File: config.mk
export PLATFORM = sky130hd
export DESIGN_NAME = arb_requester_flat
export DESIGN_NICKNAME = d
export VERILOG_FILES = /design/src/rtl/arb_requester_if.sv /design/src/rtl/arb_requester.sv /design/src/flat_wrapper.sv
export SDC_FILE = /design/constraint.sdc
export NUM_CORES = 1
export LEC_CHECK = 0
export ABC_AREA = 1
export BUFFER_PORTS_ARGS = -buffer_cell sky130_fd_sc_hd__clkbuf_2
export CAP_MARGIN = 20
export CORE_ASPECT_RATIO = 0.75
export CORE_MARGIN = 3
export CORE_UTILIZATION = 54
export CTS_BUF_LIST = sky130_fd_sc_hd__clkbuf_2 sky130_fd_sc_hd__clkbuf_4 sky130_fd_sc_hd__clkbuf_8
export CTS_CLUSTER_DIAMETER = 60
export DETAILED_ROUTE_END_ITERATION = 10
export PLACE_DENSITY = 0.74
export SETUP_SLACK_MARGIN = 0.02
export SLEW_MARGIN = 15
export SYNTH_ARGS = -nofsm -noshare
export SYNTH_HDL_FRONTEND = slang
export SYNTH_SLANG_ARGS = --single-unit
File: constraint.sdc
create_clock -name clk -period 2.3 [get_ports clk]
set_input_delay 0.345 -clock clk [delete_from_list [all_inputs] [get_ports clk]]
set_output_delay 0.345 -clock clk [all_outputs]
set_load 0.005 [all_outputs]
File: src/rtl/arb_requester_if.sv
// Command, arbiter and status signals of one arb_requester agent.
// The slave side is the requester itself; the master side is the command source plus arbiter.
interface arb_requester_if #(
    parameter int LEN_W = 8
);
    logic             cmd_valid;
    logic             cmd_ready;
    logic [LEN_W-1:0] cmd_len;
    logic             req;
    logic             gnt;
    logic             beat_en;
    logic             done;
    logic             err;
    logic [1:0]       err_code;
    logic             busy;

    modport master (
        output cmd_valid, cmd_len, gnt,
        input  cmd_ready, req, beat_en, done, err, err_code, busy
    );

    modport slave (
        input  cmd_valid, cmd_len, gnt,
        output cmd_ready, req, beat_en, done, err, err_code, busy
    );
endinterface

File: src/rtl/arb_requester.sv
// Client-side requester for a shared req/grant arbiter: takes a burst command, requests
// the resource, runs cmd_len beats while granted, then keeps req low for GAP cycles.
module arb_requester #(
    parameter int LEN_W   = 8,
    parameter int TIMEOUT = 255,
    parameter int GAP     = 1
) (
    input  logic           clk,
    input  logic           rst,
    arb_requester_if.slave bus
);
    localparam int WAIT_W = (TIMEOUT < 1) ? 1 : $clog2(TIMEOUT + 1);
    localparam int GAP_W  = (GAP < 1) ? 1 : $clog2(GAP + 1);
    localparam logic [WAIT_W-1:0] WAIT_LAST = (TIMEOUT > 0) ? WAIT_W'(TIMEOUT - 1) : '0;
    localparam logic [GAP_W-1:0]  GAP_LAST  = (GAP > 0) ? GAP_W'(GAP - 1) : '0;

    typedef enum logic [1:0] {S_IDLE, S_REQ, S_OWN, S_GAP} state_t;

    // A finished or aborted burst backs off, unless there is no gap to hold.
    localparam state_t S_AFTER = state_t'((GAP > 0) ? S_GAP : S_IDLE);

    state_t           state, state_nxt;
    logic [LEN_W-1:0] len_q, len_nxt;
    logic [LEN_W-1:0] beat_cnt, beat_nxt;
    logic [WAIT_W-1:0] wait_cnt, wait_nxt;
    logic [GAP_W-1:0] gap_cnt, gap_nxt;
    logic             req_q;
    logic             done_q, done_nxt;
    logic             err_q, err_nxt;
    logic [1:0]       code_q, code_nxt;
    logic             cmd_ready_w;

    assign cmd_ready_w = (state == S_IDLE) && !rst;

    always_comb begin
        // NOTE: every signal gets a default before the case so no path leaves one unassigned (no latches).
        state_nxt = state;
        len_nxt   = len_q;
        beat_nxt  = beat_cnt;
        wait_nxt  = wait_cnt;
        gap_nxt   = gap_cnt;
        done_nxt  = 1'b0;
        err_nxt   = 1'b0;
        code_nxt  = 2'b00;

        unique case (state)
            S_IDLE: begin
                if (bus.cmd_valid && cmd_ready_w) begin
                    len_nxt   = (bus.cmd_len == '0) ? LEN_W'(1) : bus.cmd_len;
                    beat_nxt  = '0;
                    wait_nxt  = '0;
                    state_nxt = S_REQ;
                end
            end
            S_REQ: begin
                if (bus.gnt) begin
                    state_nxt = S_OWN;
                end else if (TIMEOUT != 0 && wait_cnt == WAIT_LAST) begin
                    state_nxt = S_AFTER;
                    gap_nxt   = '0;
                    err_nxt   = 1'b1;
                    code_nxt  = 2'b01;
                end else begin
                    wait_nxt = wait_cnt + 1'b1;
                end
            end
            S_OWN: begin
                // Losing grant means no beat this cycle, so it aborts even on the last beat.
                if (!bus.gnt) begin
                    state_nxt = S_AFTER;
                    gap_nxt   = '0;
                    err_nxt   = 1'b1;
                    code_nxt  = 2'b10;
                end else if (beat_cnt == len_q - 1'b1) begin
                    state_nxt = S_AFTER;
                    gap_nxt   = '0;
                    done_nxt  = 1'b1;
                end else begin
                    beat_nxt = beat_cnt + 1'b1;
                end
            end
            S_GAP: begin
                if (gap_cnt == GAP_LAST) begin
                    state_nxt = S_IDLE;
                end else begin
                    gap_nxt = gap_cnt + 1'b1;
                end
            end
            default: state_nxt = S_IDLE;
        endcase
    end

    always_ff @(posedge clk) begin
        // NOTE: non-blocking assignments so every register samples the pre-edge values.
        if (rst) begin
            state    <= S_IDLE;
            len_q    <= '0;
            beat_cnt <= '0;
            wait_cnt <= '0;
            gap_cnt  <= '0;
            req_q    <= 1'b0;
            done_q   <= 1'b0;
            err_q    <= 1'b0;
            code_q   <= 2'b00;
        end else begin
            state    <= state_nxt;
            len_q    <= len_nxt;
            beat_cnt <= beat_nxt;
            wait_cnt <= wait_nxt;
            gap_cnt  <= gap_nxt;
            req_q    <= (state_nxt == S_REQ) || (state_nxt == S_OWN);
            done_q   <= done_nxt;
            err_q    <= err_nxt;
            code_q   <= code_nxt;
        end
    end

    assign bus.cmd_ready = cmd_ready_w;
    assign bus.req       = req_q;
    assign bus.beat_en   = (state == S_OWN) && bus.gnt;
    assign bus.done      = done_q;
    assign bus.err       = err_q;
    assign bus.err_code  = code_q;
    assign bus.busy      = (state != S_IDLE);
endmodule

File: src/flat_wrapper.sv
// flat-port wrapper written by rule: the top's interface ports become plain ports
module arb_requester_flat 
#(
    parameter int LEN_W   = 8,
    parameter int TIMEOUT = 255,
    parameter int GAP     = 1
)
  (clk, rst, bus_cmd_valid, bus_cmd_len, bus_gnt, bus_cmd_ready, bus_req, bus_beat_en, bus_done, bus_err, bus_err_code, bus_busy);
  arb_requester_if #(.LEN_W(LEN_W)) bus_i ();
  input  logic clk;
  input  logic rst;
  input wire logic [$bits(bus_i.cmd_valid)-1:0] bus_cmd_valid;
  input wire logic [$bits(bus_i.cmd_len)-1:0] bus_cmd_len;
  input wire logic [$bits(bus_i.gnt)-1:0] bus_gnt;
  output wire logic [$bits(bus_i.cmd_ready)-1:0] bus_cmd_ready;
  output wire logic [$bits(bus_i.req)-1:0] bus_req;
  output wire logic [$bits(bus_i.beat_en)-1:0] bus_beat_en;
  output wire logic [$bits(bus_i.done)-1:0] bus_done;
  output wire logic [$bits(bus_i.err)-1:0] bus_err;
  output wire logic [$bits(bus_i.err_code)-1:0] bus_err_code;
  output wire logic [$bits(bus_i.busy)-1:0] bus_busy;
  assign bus_i.cmd_valid = bus_cmd_valid;
  assign bus_i.cmd_len = bus_cmd_len;
  assign bus_i.gnt = bus_gnt;
  assign bus_cmd_ready = bus_i.cmd_ready;
  assign bus_req = bus_i.req;
  assign bus_beat_en = bus_i.beat_en;
  assign bus_done = bus_i.done;
  assign bus_err = bus_i.err;
  assign bus_err_code = bus_i.err_code;
  assign bus_busy = bus_i.busy;
  arb_requester #(.LEN_W(LEN_W), .TIMEOUT(TIMEOUT), .GAP(GAP)) u_core (.clk(clk), .rst(rst), .bus(bus_i));
endmodule
==> key figures <==
Run status
  • Status: completed

Detailed routing
  • DRC Markers: 0
  • Routed vias/inst: a little over 5
  • Vias: approximately 1700
  • TritonRoute pass-1 iters: 4
  • Routed Antenna Nets: 0
  • Final wirelength: 3920 um
  • Iteration-0 DRC Markers: approximately 160
  • WL/cell: 12.0 um

Worst setup path
  • CP required: roughly 2500 ps
  • CP endpoint kind: flop
  • FF-to-FF setup slack: between 300 and 400 ps
  • Worst R2R Start: u_core.len_q[0]
  • Arr. time, crit path: approximately 2200 ps
  • Critical path class: reg2reg
  • Reg2reg end: u_core.beat_cnt[7]
  • CP startpoint kind: flop
  • Register-to-Register Path Depth: 12
  • CP max FO: 10

CTS
  • Post-CTS sizing: 0
  • Clock sinks: 31
  • Root Buffer: clkbuf_8
  • Max Root-Sink Buffers: 2
  • CTS tree: built
  • Later-pin clock latency in the skew report: slightly below 300 ps
  • Number of buffers added for setup after CTS: 0
  • Hold Buf Count CTS: 0
  • Clk slew on worst S/H paths: around 70 ps
  • CTS Buf Count: 5
  • H-tree depth: 2

Pwr
  • Power Density: around 1100 mW/mm^2
  • Worst IR Drop VDD: 0.433 mV
  • Static leakage: between 0.8 and 0.9 nW
  • Final total power: 0.00217 W

Worst hold path
  • Worst hold path class: in2reg
  • WHS Path Cells: 3
  • Min-delay src: bus_cmd_len[4]
  • WHS Endpoint: u_core.len_q[4]

Floorplanning
  • Starting Density: between 50% and 60%
  • X dimension of the die: 73.0 um
  • # IOs: 20
  • Site row count: 17
  • Core ar.: ~0.003 mm^2
  • Die Ht: between 50 and 60 um
  • Die area: just over 0.004 mm^2

STA
  • Fmax achieved: ~510 MHz
  • Final setup margin: 324 ps
  • Final min period: around 2000 ps
  • Slew @ Worst Pin: roughly 380 ps
  • Final Setup Violations: 0
  • Worst rel slew slack: roughly three quarters
  • Fin Clk Skew: ~6.8 ps
  • Hold violation count in the final report: 0
  • Final Cycle Share: between 80% and 90%
  • Final TNS setup: 0 ps
  • Min Hold Slack: between 200 and 300 ps
  • RSZ-0062 raised after global routing: no
  • Fin. max-slew vios: 0

Synth
  • Largest area contributor in the netlist: dfxtp_1
  • Most frequent cell after synthesis: nand2_1
  • Mean Syn Cell Area: 6.88 um^2
  • Yosys reg bits: 31
  • Sequential cell area fraction in the yosys report: ~34%
  • Synth Cell Area: ~0.0018 mm^2
  • Post-synth top cells: nand2_1 (70), nor2_1 (35), dfxtp_1 (31)
  • Post-synth ARST share: 0%
  • Cell variety after synth: 32
  • Mapped Nets: 283
  • Top cells by area, synth: dfxtp_1 (34%), nand2_1 (14%), nor2_1 (7.2%)
  • Yosys warnings: 0
  • Ys flop type: dfxtp_1
  • Synth top area share: around a third
  • Number of synthesized flops with an enable pin: 0
  • Cells after Synth: 264

Global routing
  • Initial antenna violation count: 0
  • Vias in the first global route: 1436
  • Largest net degree at the start of global routing: 18
  • GRT overflow: 0
  • Global-route wire length before repair: between 6000 and 7000 um
  • Gr usage total: between 20% and 30%

Cells and area
  • Share of cells above drive strength 1: between 10% and 20%
  • Synthesis-to-finish area growth: 12.2%
  • Ant. Diodes: 0
  • Final #Nets: roughly 310

Place
  • Setup WS pre-CTS: around 290 ps
  • IO Port Bufs: 19
  • Final Wtd Congestion: about 0.84
  • Post-DP HPWL: 2960 um

Run
  • Max-cap violations: 0
## cells in the final DEF, fill, tap and decap left out, types with 2 or more instances in the layout
cell type / count
ha_1: 7
buf_4: 2
clkinv_2: 3
clkbuf_8: 5
nand4_1: 9
nor2_1: 34
xor2_1: 5
a21oi_1: 14
nor3b_1: 2
nor3_1: 7
nor2_4: 2
a211oi_1: 2
dfxtp_1: 31
nand3_2: 2
nand2_1: 70
o21ai_0: 8
nand3_1: 12
inv_1: 30
nor2_2: 4
o31ai_1: 5
clkbuf_2: 19
xnor2_1: 3
## routing by layer
| metal | GRT usage [%] | vias to the layer above | wire, um |
|---|---|---|---|
| li1 | - | 905 | - |
| met4 | 8.68 | 0 | 70 |
| met5 | 0 | - | 0 |
| met2 | 26.6 | 35 | 1420 |
| met3 | 5.42 | 9 | 222 |
| met1 | 32.2 | 709 | 2210 |
## critical path: stages, from the launching register on
cell,delay [ps]
dfxtp_1,310
inv_1,150
ha_1,220
nand2_1,110
nor2_2,150
nand2_1,70
nand2_1,60
nand3_1,70
nor2_1,210
nand3_4,170
nand3_2,190
nand2_1,70
a21oi_1,130
## flip-flops by register name (all words and copies together), names as in the netlist
name,cells
u_core.bus.err,1
u_core.beat_cnt,8
u_core.bus.done,1
u_core.len_q,8
u_core.bus.err_code,2
u_core.wait_cnt,8
u_core.bus.req,1
u_core.state,2
## final cells by class
class	count	area, um^2
multi-input cells	197	1050
flip-flops and latches	31	621
well taps	38	47.5
clock inverters	3	15.0
fillers	278	1050
inverters	32	128
repair buffers	21	110
clock buffers	5	68.8
## metrics by stage
step           utilization [%]  std cells  area [um^2]
2_1_floorplan                -        264         1820
3_5_place_dp              63.0        319         1940
5_1_grt                   66.0        327         2040
4_1_cts                   65.7        327         2030
3_3_place_gp              63.0        319         1940
6_report                  66.0        327         2040
## power breakdown
part           leakage, nW  total (W)  switching [W]  internal [W]
combinational        0.596    0.00106       0.000710      0.000349
sequential           0.252   0.000682      0.0000651      0.000617
clock               0.0477   0.000425       0.000218      0.000207
total                0.896    0.00217       0.000993       0.00117
## kinds of logic after synthesis
| group | Yosys count | share of synthesized area (%) |
|---|---|---|
| and+or+nand+nor | 149 | 37.6 |
| buffers and inverters | 36 | 8.68 |
| AOI/OAI and AO/OA | 33 | 10.9 |
| DFF | 31 | 34.2 |
| xor gates and xnor gates | 8 | 3.86 |
| adders and majority gates | 7 | 4.82 |
## worst max-delay path by stage
stage / from / end / slack, ps
2_1_floorplan: u_core.len_q[0] / u_core.bus.req / 570
3_3_place_gp: u_core.len_q[0] / u_core.bus.req / 370
3_5_place_dp: u_core.len_q[0] / u_core.beat_cnt[7] / 290
4_1_cts: u_core.len_q[0] / u_core.beat_cnt[7] / 270
5_1_grt: u_core.len_q[0] / u_core.bus.req / 50
6_report: u_core.len_q[0] / u_core.beat_cnt[7] / 320
Note: power is estimated with default switching activity, not from simulation.
